--- src/rtl/vga_map_pkg.sv ---
// Shared constants and types for the VGA text-map writer: geometry defaults,
// APB address regions, control register word offsets and FSM states.
package vga_map_pkg;

    localparam int COLS_DEF  = 80;
    localparam int ROWS_DEF  = 30;
    localparam int CELLS_DEF = COLS_DEF * ROWS_DEF;

    // Address bits [15:14] select which map or register block is accessed.
    typedef enum logic [1:0] {
        REGION_CHAR = 2'b00,
        REGION_COL  = 2'b01,
        REGION_CTRL = 2'b10,
        REGION_RSVD = 2'b11
    } region_e;

    // Control register word offsets, taken from address bits [13:2].
    localparam logic [11:0] OFF_FILL_DATA = 12'h000;
    localparam logic [11:0] OFF_FILL_CTRL = 12'h001;
    localparam logic [11:0] OFF_STATUS    = 12'h002;

    typedef enum logic [1:0] {
        IDLE,
        RD_ADDR,
        RD_DATA,
        FILL
    } state_e;

endpackage

--- src/rtl/vga_map_writer_if.sv ---
// APB slave bus bundle for the map writer. Signal names keep the slave-side
// _i/_o suffixes so the design and the bench read the same way.
interface vga_map_writer_if;

    logic        psel_i;
    logic        penable_i;
    logic        pwrite_i;
    logic [15:0] paddr_i;
    logic [31:0] pwdata_i;
    logic [31:0] prdata_o;
    logic        pready_o;
    logic        pslverr_o;

    modport slave (
        input  psel_i, penable_i, pwrite_i, paddr_i, pwdata_i,
        output prdata_o, pready_o, pslverr_o
    );

    modport master (
        output psel_i, penable_i, pwrite_i, paddr_i, pwdata_i,
        input  prdata_o, pready_o, pslverr_o
    );

endinterface

--- src/rtl/vga_fill_counter.sv ---
// Cell index counter for the fill engine: start loads 0, enable steps by one,
// last flags the final cell so the engine can stop without overrunning.
module vga_fill_counter #(
    parameter int CELLS = vga_map_pkg::CELLS_DEF,
    parameter int IDXW  = $clog2(CELLS)
) (
    input  logic            clk,
    input  logic            rst,
    input  logic            start_i,
    input  logic            en_i,
    output logic [IDXW-1:0] cnt_o,
    output logic            last_o
);

    logic [IDXW-1:0] cnt_q, cnt_d;

    // Next count: start takes priority over stepping.
    always_comb begin
        cnt_d = cnt_q;
        if (start_i) begin
            cnt_d = '0;
        end else if (en_i) begin
            cnt_d = cnt_q + IDXW'(1);
        end
    end

    // Count register.
    // NOTE: sequential state uses <= so every flop samples pre-edge values.
    always_ff @(posedge clk) begin
        if (rst) begin
            cnt_q <= '0;
        end else begin
            cnt_q <= cnt_d;
        end
    end

    assign cnt_o  = cnt_q;
    assign last_o = (cnt_q == IDXW'(CELLS - 1));

endmodule

--- src/rtl/vga_map_writer.sv ---
// APB slave that writes the character and colour maps of a VGA text display,
// reads the colour map back through its synchronous port, and runs a fill
// engine that paints every cell with one char/colour pair.
module vga_map_writer
    import vga_map_pkg::*;
#(
    parameter int COLS  = COLS_DEF,
    parameter int ROWS  = ROWS_DEF,
    parameter int CELLS = COLS * ROWS,
    parameter int IDXW  = $clog2(CELLS)
) (
    input  logic                     clk,
    input  logic                     rst,
    vga_map_writer_if.slave          apb,
    output logic [IDXW-1:0]          ch_map_addr_o,
    output logic [7:0]               ch_map_data_o,
    output logic                     ch_map_wen_o,
    output logic [IDXW-1:0]          col_map_addr_o,
    output logic [7:0]               col_map_data_o,
    output logic                     col_map_wen_o,
    input  logic [7:0]               col_map_rdata_i,
    output logic                     busy_o
);

    state_e          state_q, state_d;
    logic            busy_q, busy_d;
    logic [15:0]     fill_data_q, fill_data_d;
    logic [IDXW-1:0] ch_addr_q, ch_addr_d;
    logic [7:0]      ch_data_q, ch_data_d;
    logic            ch_wen_q, ch_wen_d;
    logic [IDXW-1:0] col_addr_q, col_addr_d;
    logic [7:0]      col_data_q, col_data_d;
    logic            col_wen_q, col_wen_d;

    logic            cnt_start, cnt_en, cnt_last;
    logic [IDXW-1:0] cnt;

    logic            access;
    region_e         region;
    logic [11:0]     word;
    logic            idx_ok;
    logic [31:0]     prdata;
    logic            pready, pslverr;
    logic            unused_bits;

    assign access = apb.psel_i & apb.penable_i;
    assign region = region_e'(apb.paddr_i[15:14]);
    assign word   = apb.paddr_i[13:2];
    assign idx_ok = (32'(word) < 32'(CELLS));
    // Byte lanes below the word and upper write data carry no meaning here.
    assign unused_bits = ^{apb.paddr_i[1:0], apb.pwdata_i[31:16]};

    vga_fill_counter #(
        .CELLS (CELLS),
        .IDXW  (IDXW)
    ) u_fill_counter (
        .clk     (clk),
        .rst     (rst),
        .start_i (cnt_start),
        .en_i    (cnt_en),
        .cnt_o   (cnt),
        .last_o  (cnt_last)
    );

    // Next state, bus response and next values of the registered map ports.
    // NOTE: every signal gets a default first so no path leaves a latch behind.
    always_comb begin
        state_d     = state_q;
        busy_d      = busy_q;
        fill_data_d = fill_data_q;
        ch_wen_d    = 1'b0;
        ch_addr_d   = ch_addr_q;
        ch_data_d   = ch_data_q;
        col_wen_d   = 1'b0;
        col_addr_d  = col_addr_q;
        col_data_d  = col_data_q;
        cnt_start   = 1'b0;
        cnt_en      = 1'b0;
        pready      = 1'b0;
        pslverr     = 1'b0;
        prdata      = '0;

        // Control registers answer with zero wait whether idle or filling.
        if (access && region == REGION_CTRL && (state_q == IDLE || state_q == FILL)) begin
            pready = 1'b1;
            case (word)
                OFF_FILL_DATA: begin
                    if (apb.pwrite_i) fill_data_d = apb.pwdata_i[15:0];
                    else              prdata      = {16'd0, fill_data_q};
                end
                OFF_FILL_CTRL: ;
                OFF_STATUS: begin
                    if (!apb.pwrite_i) prdata = {31'd0, busy_q};
                end
                default: pslverr = 1'b1;
            endcase
        end

        case (state_q)
            IDLE: begin
                if (access) begin
                    if (region == REGION_CTRL) begin
                        // The fill is only armed from idle; data is captured into
                        // the output registers here and held for the whole fill.
                        if (word == OFF_FILL_CTRL && apb.pwrite_i && apb.pwdata_i[0]) begin
                            state_d    = FILL;
                            busy_d     = 1'b1;
                            cnt_start  = 1'b1;
                            ch_wen_d   = 1'b1;
                            col_wen_d  = 1'b1;
                            ch_addr_d  = '0;
                            col_addr_d = '0;
                            ch_data_d  = fill_data_q[7:0];
                            col_data_d = fill_data_q[15:8];
                        end
                    end else if (region == REGION_RSVD || !idx_ok) begin
                        pready  = 1'b1;
                        pslverr = 1'b1;
                    end else if (region == REGION_CHAR) begin
                        // Char map is write-only; reads complete with zero data.
                        pready = 1'b1;
                        if (apb.pwrite_i) begin
                            ch_wen_d  = 1'b1;
                            ch_addr_d = IDXW'(word);
                            ch_data_d = apb.pwdata_i[7:0];
                        end
                    end else if (apb.pwrite_i) begin
                        pready     = 1'b1;
                        col_wen_d  = 1'b1;
                        col_addr_d = IDXW'(word);
                        col_data_d = apb.pwdata_i[7:0];
                    end else begin
                        // Colour read: present the address, wait out the RAM latency.
                        col_addr_d = IDXW'(word);
                        state_d    = RD_ADDR;
                    end
                end
            end
            RD_ADDR: state_d = RD_DATA;
            RD_DATA: begin
                pready  = access;
                if (access) prdata = {24'd0, col_map_rdata_i};
                state_d = IDLE;
            end
            FILL: begin
                // Map accesses stall (pready stays low) until the fill finishes.
                if (cnt_last) begin
                    state_d = IDLE;
                    busy_d  = 1'b0;
                end else begin
                    cnt_en     = 1'b1;
                    ch_wen_d   = 1'b1;
                    col_wen_d  = 1'b1;
                    ch_addr_d  = cnt + IDXW'(1);
                    col_addr_d = cnt + IDXW'(1);
                end
            end
            default: state_d = IDLE;
        endcase
    end

    // State and registered map-port outputs; reset aborts any fill or read.
    always_ff @(posedge clk) begin
        if (rst) begin
            state_q     <= IDLE;
            busy_q      <= 1'b0;
            fill_data_q <= '0;
            ch_wen_q    <= 1'b0;
            ch_addr_q   <= '0;
            ch_data_q   <= '0;
            col_wen_q   <= 1'b0;
            col_addr_q  <= '0;
            col_data_q  <= '0;
        end else begin
            state_q     <= state_d;
            busy_q      <= busy_d;
            fill_data_q <= fill_data_d;
            ch_wen_q    <= ch_wen_d;
            ch_addr_q   <= ch_addr_d;
            ch_data_q   <= ch_data_d;
            col_wen_q   <= col_wen_d;
            col_addr_q  <= col_addr_d;
            col_data_q  <= col_data_d;
        end
    end

    assign apb.prdata_o  = prdata;
    assign apb.pready_o  = pready;
    assign apb.pslverr_o = pslverr;

    assign ch_map_addr_o  = ch_addr_q;
    assign ch_map_data_o  = ch_data_q;
    assign ch_map_wen_o   = ch_wen_q;
    assign col_map_addr_o = col_addr_q;
    assign col_map_data_o = col_data_q;
    assign col_map_wen_o  = col_wen_q;
    assign busy_o         = busy_q;

endmodule

--- src/flat_wrapper.sv ---
// flat-port wrapper written by rule: the top's interface ports become plain ports
module vga_map_writer_flat import vga_map_pkg::*;
#(
    parameter int COLS  = COLS_DEF,
    parameter int ROWS  = ROWS_DEF,
    parameter int CELLS = COLS * ROWS,
    parameter int IDXW  = $clog2(CELLS)
)
  (clk, rst, ch_map_addr_o, ch_map_data_o, ch_map_wen_o, col_map_addr_o, col_map_data_o, col_map_wen_o, col_map_rdata_i, busy_o, apb_psel_i, apb_penable_i, apb_pwrite_i, apb_paddr_i, apb_pwdata_i, apb_prdata_o, apb_pready_o, apb_pslverr_o);
  vga_map_writer_if apb_i ();
  input  logic clk;
  input  logic rst;
  output logic [IDXW-1:0] ch_map_addr_o;
  output logic [7:0] ch_map_data_o;
  output logic ch_map_wen_o;
  output logic [IDXW-1:0] col_map_addr_o;
  output logic [7:0] col_map_data_o;
  output logic col_map_wen_o;
  input  logic [7:0] col_map_rdata_i;
  output logic busy_o;
  input wire logic [$bits(apb_i.psel_i)-1:0] apb_psel_i;
  input wire logic [$bits(apb_i.penable_i)-1:0] apb_penable_i;
  input wire logic [$bits(apb_i.pwrite_i)-1:0] apb_pwrite_i;
  input wire logic [$bits(apb_i.paddr_i)-1:0] apb_paddr_i;
  input wire logic [$bits(apb_i.pwdata_i)-1:0] apb_pwdata_i;
  output wire logic [$bits(apb_i.prdata_o)-1:0] apb_prdata_o;
  output wire logic [$bits(apb_i.pready_o)-1:0] apb_pready_o;
  output wire logic [$bits(apb_i.pslverr_o)-1:0] apb_pslverr_o;
  assign apb_i.psel_i = apb_psel_i;
  assign apb_i.penable_i = apb_penable_i;
  assign apb_i.pwrite_i = apb_pwrite_i;
  assign apb_i.paddr_i = apb_paddr_i;
  assign apb_i.pwdata_i = apb_pwdata_i;
  assign apb_prdata_o = apb_i.prdata_o;
  assign apb_pready_o = apb_i.pready_o;
  assign apb_pslverr_o = apb_i.pslverr_o;
  vga_map_writer #(.COLS(COLS), .ROWS(ROWS), .CELLS(CELLS), .IDXW(IDXW)) u_core (.clk(clk), .rst(rst), .apb(apb_i), .ch_map_addr_o(ch_map_addr_o), .ch_map_data_o(ch_map_data_o), .ch_map_wen_o(ch_map_wen_o), .col_map_addr_o(col_map_addr_o), .col_map_data_o(col_map_data_o), .col_map_wen_o(col_map_wen_o), .col_map_rdata_i(col_map_rdata_i), .busy_o(busy_o));
endmodule
--- config.mk ---
export PLATFORM = sky130hd
export DESIGN_NAME = vga_map_writer_flat
export DESIGN_NICKNAME = d
export VERILOG_FILES = /design/src/rtl/vga_map_pkg.sv /design/src/rtl/vga_map_writer_if.sv /design/src/rtl/vga_fill_counter.sv /design/src/rtl/vga_map_writer.sv /design/src/flat_wrapper.sv
export SDC_FILE = /design/constraint.sdc
export NUM_CORES = 1
export LEC_CHECK = 0
export BUFFER_PORTS_ARGS = -buffer_cell sky130_fd_sc_hd__buf_2
export CORE_UTILIZATION = 41
export DETAILED_ROUTE_END_ITERATION = 10
export GPL_ROUTABILITY_DRIVEN = 0
export PLACE_DENSITY = 0.7
export SYNTH_ARGS = -nofsm -noshare
export SYNTH_HDL_FRONTEND = slang
export SYNTH_SLANG_ARGS = --single-unit
--- constraint.sdc ---
create_clock -name clk -period 2 [get_ports clk]
set_input_delay 0.1 -clock clk [delete_from_list [all_inputs] [get_ports clk]]
set_output_delay 0.1 -clock clk [all_outputs]
set_load 0.01 [all_outputs]
==> results of run 1 <==
==> what timing repair did <==
action,CTS,global route
setup buffers,3,9
endpoints found under the setup margin,52,62
cloned,1,0
endpoints found under the hold margin,15,0
pin swaps,12,7
gates resized for setup,13,19
hold buffers,15,0
==> cell type report <==
cell class,instances,area (um^2)
Tap cell,129,161
Inverter,13,48.8
Timing Repair Buffer,176,1130
Multi-Input combinational cell,336,2350
Fill cell,827,3940
Clock buffer,11,141
Sequential cell,73,1470
Clock inverter,3,42.5
==> how the worst min path moves through the flow <==
stage / end / slack (ps) / cells past startpoint
6_report: u_core.fill_data_q[0]$_SDFFE_PP0P_ / 80 / 3
3_5_place_dp: u_core.fill_data_q[15]$_SDFFE_PP0P_ / 340 / 3
5_1_grt: u_core.fill_data_q[0]$_SDFFE_PP0P_ / 90 / 3
2_1_floorplan: u_core.fill_data_q[0]$_SDFFE_PP0P_ / 240 / 2
4_1_cts: u_core.fill_data_q[0]$_SDFFE_PP0P_ / 60 / 3
3_3_place_gp: u_core.fill_data_q[14]$_SDFFE_PP0P_ / 330 / 3
==> kinds of logic (layout without fill, tap and decap cells) <==
group / Yosys count / after routing / synth area share [%]
AND/OR/NAND/NOR: 157 / 157 / 21.6
other: 1 / 16 / 0.0951
AO/OA/AOI/OAI: 108 / 108 / 18.7
multiplexers: 39 / 39 / 10.0
flip-flops: 73 / 73 / 37.0
buffers and inverters: 61 / 203 / 8.47
XOR/XNOR: 11 / 11 / 2.44
adder cells (fa/ha/maj): 5 / 5 / 1.59
==> worst min-delay path: stages <==
cell	delay [ps]
buf_2	120
mux2i_1	70
nor2_1	90
==> cell usage after synthesis (all sizes together) (5+ instances only) <==
| library cell | count |
|---|---|
| nand3 | 12 |
| a22o | 8 |
| and2 | 18 |
| or3 | 7 |
| nand4 | 5 |
| nor2b | 7 |
| nor3 | 14 |
| nand2 | 36 |
| xnor2 | 8 |
| clkbuf | 19 |
| a211oi | 20 |
| inv | 12 |
| a221oi | 5 |
| o21ai | 15 |
| mux2i | 35 |
| nor4 | 8 |
| a21oi | 42 |
| ha | 5 |
| dfxtp | 73 |
| nor2 | 33 |
| buf | 29 |
==> through the flow <==
| stage | util, % | TNS (ps) | total power [mW] | hold slack (ps) |
|---|---|---|---|---|
| 6_report | 57.5 | -10330 | 3.52 | 75.7 |
| 5_1_grt | 57.5 | -13820 | 3.68 | 87.8 |
| 4_1_cts | 55.9 | -10120 | 3.47 | 57.3 |
| 3_5_place_dp | 51.3 | -3970 | 2.31 | 340 |
| 3_3_place_gp | 51.3 | -2270 | 2.29 | 327 |
| 2_1_floorplan | - | -2460 | 2.06 | 244 |
==> metal layers <==
layer,wire length (um),share of wire (%)
met2,5660,48
met3,1010,8.6
met1,4810,41
met4,243,2.1
met5,0,0
==> state kept, by name, indices dropped and copies added, names as in the netlist <==
signal                       flops
u_core.fill_data_q              16
u_core.state_q                   2
u_core.ch_map_wen_o              1
u_core.u_fill_counter.cnt_o     12
u_core.ch_map_data_o             8
u_core.col_map_wen_o             1
u_core.ch_map_addr_o            12
u_core.col_map_data_o            8
u_core.col_map_addr_o           12
u_core.busy_o                    1
==> report_power, final <==
part / leakage [nW] / total (mW) / internal, mW / switching (mW)
sequential: 0.592 / 1.57 / 1.53 / 0.0431
combinational: 1.82 / 0.823 / 0.372 / 0.451
clock: 0.0913 / 1.13 / 0.595 / 0.531
total: 2.50 / 3.52 / 2.50 / 1.02
==> key figures, run 1 <==
Final layout
  • Area Growth Syn to Fin: 35.4%
  • Most common cell after layout, fill and taps aside: buf_2
  • Non-filler cells, final: 741
  • Final Cell Area: 5340 um^2
  • Fin nets: 675
  • Fraction of layout cells with a size suffix above 1: 35.0%
  • Most frequent cells in the layout: buf_2 (102), dfxtp_1 (69), buf_4 (52)
  • Antenna cells: 0

Placement
  • Count of input and output buffers: 103
  • Pre-CTS setup slack: -149 ps
  • Dpl hpwl: 8370 um
  • Placed cell area: 4760 um^2
  • Placed cells: 699

Timing
  • Slew margin rel.: 63.5%
  • Final setup vio count: 32
  • Worst clock skew: 10.7 ps
  • Fmax: 0.402 GHz
  • Unrepaired setup endpoints after global routing: yes
  • Fin. max-slew vios: 0
  • Min cycle time layout: 2490 ps
  • Fin worst setup slack: -490 ps
  • Final Cycle Share: 124%
  • Worst slew pin tran: 545 ps
  • Number of failing hold endpoints at the final stage: 0

Synth
  • Mean Syn Cell Area: 8.67 um^2
  • Synth area leaders: dfxtp_1 (37%), mux2i_1 (8.9%), a21oi_1 (5.3%), a211oi_1 (3.8%), nand2_1 (3.4%)
  • Unique cell type count in the Yosys netlist: 57
  • Yosys reg bits: 73
  • Gate Count Post-Synth: 455
  • Mapped Area: 3950 um^2
  • Synth area leader: dfxtp_1
  • Share of the synthesized area in the top cell type: 37.0%
  • Post-synth EDFFs: 0
  • Async set-reset flop share out of synthesis: 0%
  • Most used DFF post-synth: dfxtp_1
  • Seq/Total Area, Yosys: 37.0%
  • Warnings, synthesis: 0

Floorplan
  • Die X-Extent: 100 um
  • Core ar.: 9280 um^2
  • Die ar.: 10000 um^2
  • Die Y: 100 um
  • Row count: 35
  • I/O Pins: 138
  • Initial Util: 42.5%

Setup path
  • Critical path arrival: 2390 ps
  • R2r endpoint: u_core.fill_data_q[14]$_SDFFE_PP0P_
  • CP Depth: 8
  • Crit-path cells: inv_2 > ha_4 > or3_4 > or3_4 > nor4_4 > buf_4 > and2_1 > buf_2
  • Worst Setup SP: u_core.state_q[0]$_SDFFE_PP0P_
  • Flop2flop setup slack: -220 ps
  • CP Max Fanout: 7
  • Startpoint Class: flop
  • Slowest-stage cell, CP: or3_4
  • Worst Setup EP: apb_prdata_o[12]
  • Required @ worst endpoint: 1900 ps
  • Reg2reg path depth: 8
  • Most frequent cell on the critical path: or3_4
  • Kind of critical path: flop to output pin
  • Origin of the critical flop-to-flop path: u_core.state_q[0]$_SDFFE_PP0P_
  • CP delay by family, top: simple AND/OR/NAND/NOR gates
  • Crit end category: output pin
  • CP max stage delay: 380 ps
  • Worst Path Buf+Inv: 3

Hold path
  • Hold crit path type: input pin to flop
  • HP Start: apb_pwdata_i[0]

Clock network
  • Max clock buf depth: 2
  • # clock sinks: 73
  • CTS buffer count: 9
  • Number of H-tree levels: 3
  • Clk root buf: clkbuf_8
  • Worst skew pair latency: 350 ps
  • CTS clk-pin slew, worst paths: 80 ps
  • CTS tree: done

Global routing
  • Grt peak-use layer: met2
  • Grt met2 use: 41.2%
  • Global-route wire length before repair: 18500 um
  • Largest net degree at the start of global routing: 47
  • GRT met3 Usage: 7.52%
  • Global route overflow: 0
  • Tot GR Track Use: 23.9%
  • Vias in the first global route: 3782
  • Initial antenna violation count: 0
  • Met1 usage: 28.0%

Power and ir drop
  • Leak: 2.50 nW
  • Pwr dens: 659 nW/um^2
  • Worst VDD drop: 377 uV

Route
  • WL/cell: 15.8 um
  • 1st-iter DRT viols: 139
  • Pre-antenna DRT Iters: 5
  • Via/cell ratio: 5.28
  • Vias: 3916
  • Residual DRC: 0
  • Antenna-violating nets left: 0
  • Final wirelength: 11700 um

Flow run
  • Max Cap Violations: 0

Outcome
  • Failing checks: setup timing
  • Status: complete, but fails checks
Power figures use the tool's default switching activity.
==> inputs of run 2 (changes only) <==
Settings changed: CTS_CLUSTER_SIZE from default to 24, PLACE_DENSITY 0.7 to 0.68, TNS_END_PERCENT from default to 1.
Clock period 2 ns to 2.7 ns, I/O delays scaled along.
==> run 2 against run 1 <==
Net effect: the flow now finishes without violations; sequential share of layout area increased by 3.0 points; via count fell by 6.5%; first-iteration DRC count grew 67%; total power down 25%; count of clock-buffer cells in the layout down 1; combinational power fell by 39%; final area decreased by 10%; setup slack improved by 590 ps; core utilization down 5.8 points; register-to-register slack gained 480 ps; largest cell class unchanged; largest power group unchanged.
==> key figures, run 2 (synthesis gave the netlist of run 1 again) <==
Hold path
  • Hold crit path type: input pin to flop
  • Hold Crit Depth: 3
  • Hold Path End: u_core.fill_data_q[9]$_SDFFE_PP0P_
  • HP Start: apb_pwdata_i[9]

Route
  • Vias: 3663
  • Final wirelength: 10600 um
  • 1st-iter DRT viols: 232
  • WL/cell: 15.4 um
  • Residual DRC: 0
  • Via/cell ratio: 5.31
  • Pre-antenna DRT Iters: 4
  • Antenna-violating nets left: 0

Final layout
  • Most frequent cells in the layout: buf_2 (103), dfxtp_1 (71), a21oi_1 (42)
  • Most common cell after layout, fill and taps aside: buf_2
  • Fraction of layout cells with a size suffix above 1: 28.9%
  • Final Cell Area: 4800 um^2
  • Top reg by flops: u_core.fill_data_q
  • Max reg flops: 16
  • Fin nets: 622
  • Antenna cells: 0
  • Fill count: 894
  • Area Growth Syn to Fin: 21.7%

Floorplan
  • Row count: 35
  • Initial Util: 42.5%
  • I/O Pins: 138
  • Die X-Extent: 100 um
  • Core ar.: 9280 um^2
  • Die Y: 100 um
  • Die ar.: 10000 um^2

Timing
  • Final Cycle Share: 96.1%
  • Number of failing hold endpoints at the final stage: 0
  • Fin worst setup slack: 104 ps
  • Slew margin rel.: 45.7%
  • Fin. max-slew vios: 0
  • Worst clock skew: 9.28 ps
  • Fmax: 0.385 GHz
  • Unrepaired setup endpoints after global routing: no
  • Worst slew pin tran: 814 ps
  • Final setup vio count: 0
  • Setup TNS: 0 ps
  • Min cycle time layout: 2600 ps

Global routing
  • Grt peak-use layer: met2
  • Initial antenna violation count: 0
  • Largest net degree at the start of global routing: 33
  • Vias in the first global route: 3407
  • GRT met3 Usage: 6.13%
  • Global-route wire length before repair: 16900 um
  • Met1 usage: 27.3%
  • Tot GR Track Use: 21.7%
  • Global route overflow: 0
  • Grt met2 use: 35.2%

Setup path
  • Origin of the critical flop-to-flop path: u_core.u_fill_counter.cnt_o[0]$_SDFFE_PP0N_
  • R2r endpoint: u_core.ch_map_addr_o[4]$_SDFFE_PP0P_
  • Most frequent cell on the critical path: or3_4
  • CP delay by family, top: simple AND/OR/NAND/NOR gates
  • Crit-path cells: inv_2 > ha_4 > or3_4 > or3_4 > nor4_4 > buf_6 > a22o_1 > buf_2
  • Worst Path Buf+Inv: 3
  • Flop2flop setup slack: 260 ps
  • Slowest-stage cell, CP: or3_4
  • Crit end category: output pin
  • Kind of critical path: flop to output pin
  • Required @ worst endpoint: 2570 ps
  • Critical path arrival: 2460 ps
  • Reg2reg path depth: 7
  • Startpoint Class: flop
  • CP max stage delay: 420 ps
  • CP Max Fanout: 8

Clock network
  • CTS tree: done
  • Number of H-tree levels: 3
  • CTS clk-pin slew, worst paths: 80 ps
  • CTS buffer count: 9
  • Clk root buf: clkbuf_8
  • Max clock buf depth: 2
  • Hold_buf cts: 0
  • Worst skew pair latency: 350 ps
  • # clock sinks: 73

Outcome
  • Status: finished clean

Power and ir drop
  • Switch Pwr: 0.757 mW
  • Switching Share: 28.6%
  • Pwr dens: 551 nW/um^2
  • Clock network fraction of total power: 37.1%
  • Logic pwr share: 19.0%
  • Leak: 2.22 nW
  • Worst VDD drop: 276 uV
  • Pint: 1.89 mW
  • Reg power frac: 43.9%

Placement
  • Pre-CTS setup slack: 264 ps
  • Placed cell area: 4510 um^2
  • Dpl hpwl: 7840 um
  • Count of input and output buffers: 103

Flow run
  • Max Cap Violations: 0
[run 2: how the worst max path moves through the flow]
stage,startpoint,end,slack [ps],depth (start not counted)
2_1_floorplan,u_core.state_q[1]$_SDFFE_PP0P_,apb_prdata_o[6],420,7
4_1_cts,u_core.state_q[1]$_SDFFE_PP0P_,apb_prdata_o[2],10,8
6_report,u_core.state_q[1]$_SDFFE_PP0P_,apb_prdata_o[5],100,8
3_5_place_dp,u_core.u_fill_counter.cnt_o[0]$_SDFFE_PP0N_,u_core.ch_map_addr_o[4]$_SDFFE_PP0P_,260,7
5_1_grt,u_core.state_q[1]$_SDFFE_PP0P_,apb_prdata_o[5],10,8
3_3_place_gp,u_core.state_q[1]$_SDFFE_PP0P_,apb_prdata_o[6],330,8
[run 2: per-layer routing]
metal	up-vias	share of wire (%)
met1	1683	43
met2	165	46
met3	16	9.0
li1	1799	-
met4	0	2.0
met5	-	0
[run 2: through the flow]
| step | total power [mW] | cells | hold WS (ps) | util, % |
|---|---|---|---|---|
| floorplan | 1.52 | 470 | 279 | - |
| CTS | 2.66 | 690 | 4.31 | 51.7 |
| detailed placement | 1.67 | 669 | 374 | 48.5 |
| global route | 2.76 | 690 | 1.24 | 51.7 |
| global placement | 1.66 | 669 | 364 | 48.5 |
| finish | 2.64 | 690 | 11.2 | 51.7 |
[run 2: what timing repair did]
item                       CTS  global route
gates cloned                 1             0
pin swaps                    5             1
setup endpoints to repair   15            15
setup buffers                4             0
resized for setup            9             0
[run 2: cell type report]
type	count	area, um^2	share of cell area (%)
sequential	73	1460	30.5
clock buffer	10	138	2.87
multi-input combinational	336	2230	46.4
inverter	13	48.8	1.02
clock inverter	6	90.1	1.88
timing repair buffer	123	669	13.9
tap	129	161	3.36
[run 2: worst reg2reg max path, stage by stage, from the launching register on]
cell	delay (ps)
dfxtp_1	470
ha_1	340
nand4_1	290
o31ai_4	340
buf_4	230
a21oi_1	70
or2_2	330
a221oi_1	270
[run 2: power groups by stage]
stage               Clock (mW)  Sequential, mW  Combinational (mW)
floorplan                    0            1.21               0.308
global placement             0            1.18               0.470
detailed placement           0            1.19               0.479
CTS                      0.995            1.16               0.503
global route              1.05            1.17               0.551
finish                   0.980            1.16               0.503
==> inputs of run 3 (changes only) <==
Settings changed: CTS_CLUSTER_SIZE 24 to default, SETUP_SLACK_MARGIN from default to 0.2.
==> run 3 against run 2 <==
Net effect: sequential cell count unchanged; clock skew about the same; fmax grew 3.5%; count of clock-buffer cells in the layout stayed put; combinational power up 2%; hold slack got worse by 3.0 ps; non-clock buffer count rose by 5; clock power about the same; total power rose by 0.42%; critical path depth up 1; critical endpoint is now apb_prdata_o[2]; highest routed layer unchanged.
==> key figures, run 3 (synthesis gave the netlist of run 1 again) <==
Final layout
  • Top reg by flops: u_core.fill_data_q
  • Most common cell after layout, fill and taps aside: buf_2
  • Fin nets: 627
  • Max reg flops: 16
  • Most frequent cells in the layout: buf_2 (103), dfxtp_1 (71), a21oi_1 (42)
  • Fraction of layout cells with a size suffix above 1: 29.7%
  • Antenna cells: 0
  • Area Growth Syn to Fin: 22.8%
  • Non-filler cells, final: 695
  • Utilization after layout: 52.2%

Setup path
  • R2r endpoint: u_core.ch_map_addr_o[4]$_SDFFE_PP0P_
  • Kind of critical path: flop to output pin
  • Crit end category: output pin
  • Flop2flop setup slack: 310 ps
  • Reg2reg path depth: 7
  • Required @ worst endpoint: 2570 ps
  • Slowest-stage cell, CP: or3_4
  • CP Max Fanout: 8
  • Critical path arrival: 2370 ps
  • CP max stage delay: 360 ps
  • Most frequent cell on the critical path: or3_4
  • Origin of the critical flop-to-flop path: u_core.u_fill_counter.cnt_o[0]$_SDFFE_PP0N_
  • Crit-path cells: inv_2 > ha_4 > or3_4 > or3_4 > nor4_4 > buf_4 > buf_8 > a22o_1 > buf_2
  • Startpoint Class: flop

Timing
  • Final setup vio count: 0
  • Worst clock skew: 9.40 ps
  • Slew margin rel.: 45.0%
  • Fin. max-slew vios: 0
  • Final Cycle Share: 92.8%
  • Worst slew pin tran: 825 ps
  • Min cycle time layout: 2510 ps
  • Setup TNS: 0 ps
  • Unrepaired setup endpoints after global routing: yes
  • Fmax: 0.399 GHz
  • Number of failing hold endpoints at the final stage: 0

Outcome
  • Status: finished clean

Global routing
  • Vias in the first global route: 3431
  • Tot GR Track Use: 21.9%
  • Global route overflow: 0
  • Largest net degree at the start of global routing: 33
  • Initial antenna violation count: 0
  • Global-route wire length before repair: 17000 um

Clock network
  • Hold_buf cts: 0
  • CTS tree: done
  • Worst skew pair latency: 350 ps
  • CTS buffer count: 9
  • Number of H-tree levels: 3
  • CTS clk-pin slew, worst paths: 90 ps
  • # clock sinks: 73
  • Clk root buf: clkbuf_8
  • Max clock buf depth: 2

Floorplan
  • I/O Pins: 138
  • Initial Util: 42.5%
  • Die X-Extent: 100 um
  • Core ar.: 9280 um^2
  • Die Y: 100 um
  • Row count: 35
  • Die ar.: 10000 um^2

Placement
  • Dpl hpwl: 7840 um
  • Count of input and output buffers: 103
  • Placed cells: 669

Power and ir drop
  • Reg power frac: 43.7%
  • Clock network fraction of total power: 36.9%
  • Leak: 2.24 nW
  • Pint: 1.89 mW
  • Pwr dens: 548 nW/um^2
  • Logic pwr share: 19.4%
  • Switching Share: 28.7%
  • Switch Pwr: 0.761 mW
  • Worst VDD drop: 275 uV

Route
  • Antenna-violating nets left: 0
  • Residual DRC: 0
  • Via/cell ratio: 5.30
  • 1st-iter DRT viols: 194
  • Vias: 3686
  • WL/cell: 15.5 um
  • Final wirelength: 10800 um
  • Pre-antenna DRT Iters: 4

Hold path
  • Hold Crit Depth: 3
  • Hold crit path type: input pin to flop
  • HP Start: apb_pwdata_i[9]
  • Hold Path End: u_core.fill_data_q[9]$_SDFFE_PP0P_

Flow run
  • Max Cap Violations: 0
## run 3: cell count changes in the layout (fill, tap and decap cells not counted)
cell | before | now
buf_6 | 1 | 0
ha_2 | 0 | 1
buf_8 | 0 | 1
ha_1 | 4 | 3
buf_4 | 19 | 24
## run 3: what timing repair did
item	CTS	global route
endpoints found under the setup margin	16	20
gates resized for setup	9	2
cloned	1	0
setup buffers	6	3
pin swaps	5	5
## run 3: final cells by class
cell class	instances	area [um^2]
clock buffers	10	138
clock inverters	6	90.1
fillers	890	4440
inverters	13	48.8
multi-input cells	336	2230
flip-flops and latches	73	1460
well taps	129	161
repair buffers	128	711
## run 3: per-layer routing
layer / global-route usage [%] / up-vias / part of all wire [%]
met5: 0 / - / 0
met4: 8.58 / 0 / 1.9
met3: 6.27 / 13 / 8.2
met2: 35.6 / 168 / 47
met1: 27.5 / 1696 / 43
li1: - / 1809 / -
## run 3: how the worst max path moves through the flow
stage | startpoint | end | slack (ps) | depth (start not counted)
final | u_core.state_q[1]$_SDFFE_PP0P_ | apb_prdata_o[2] | 190 | 9
after global routing | u_core.state_q[1]$_SDFFE_PP0P_ | apb_prdata_o[5] | 100 | 9
after CTS | u_core.state_q[1]$_SDFFE_PP0P_ | apb_prdata_o[2] | 20 | 8
after detailed placement | u_core.u_fill_counter.cnt_o[0]$_SDFFE_PP0N_ | u_core.ch_map_addr_o[4]$_SDFFE_PP0P_ | 260 | 7
after global placement | u_core.state_q[1]$_SDFFE_PP0P_ | apb_prdata_o[6] | 330 | 8
after floorplan | u_core.state_q[1]$_SDFFE_PP0P_ | apb_prdata_o[6] | 420 | 7
## run 3: power groups by stage
stage / clock [mW] / sequential, mW / combinational, mW
after floorplan: 0 / 1.21 / 0.308
final: 0.980 / 1.16 / 0.514
after global placement: 0 / 1.18 / 0.470
after detailed placement: 0 / 1.19 / 0.479
after global routing: 1.05 / 1.17 / 0.562
after CTS: 0.995 / 1.16 / 0.507
## run 3: worst max-delay path, delay by kind of cell, from the launching register on
family / cells / cell delay [ps]
compound gates: 1 / 140
fa+ha+maj: 1 / 240
buf+inv: 4 / 490
flops: 1 / 340
simple gates: 3 / 820
## run 3: through the flow
step	power, mW	instance area [um^2]	setup WS (ps)	hold slack, ps
CTS	2.66	4810	23.5	4.31
global route	2.78	4840	97.2	1.24
floorplan	1.52	4000	417	279
global placement	1.66	4510	325	364
detailed placement	1.67	4510	264	374
finish	2.65	4840	193	8.16
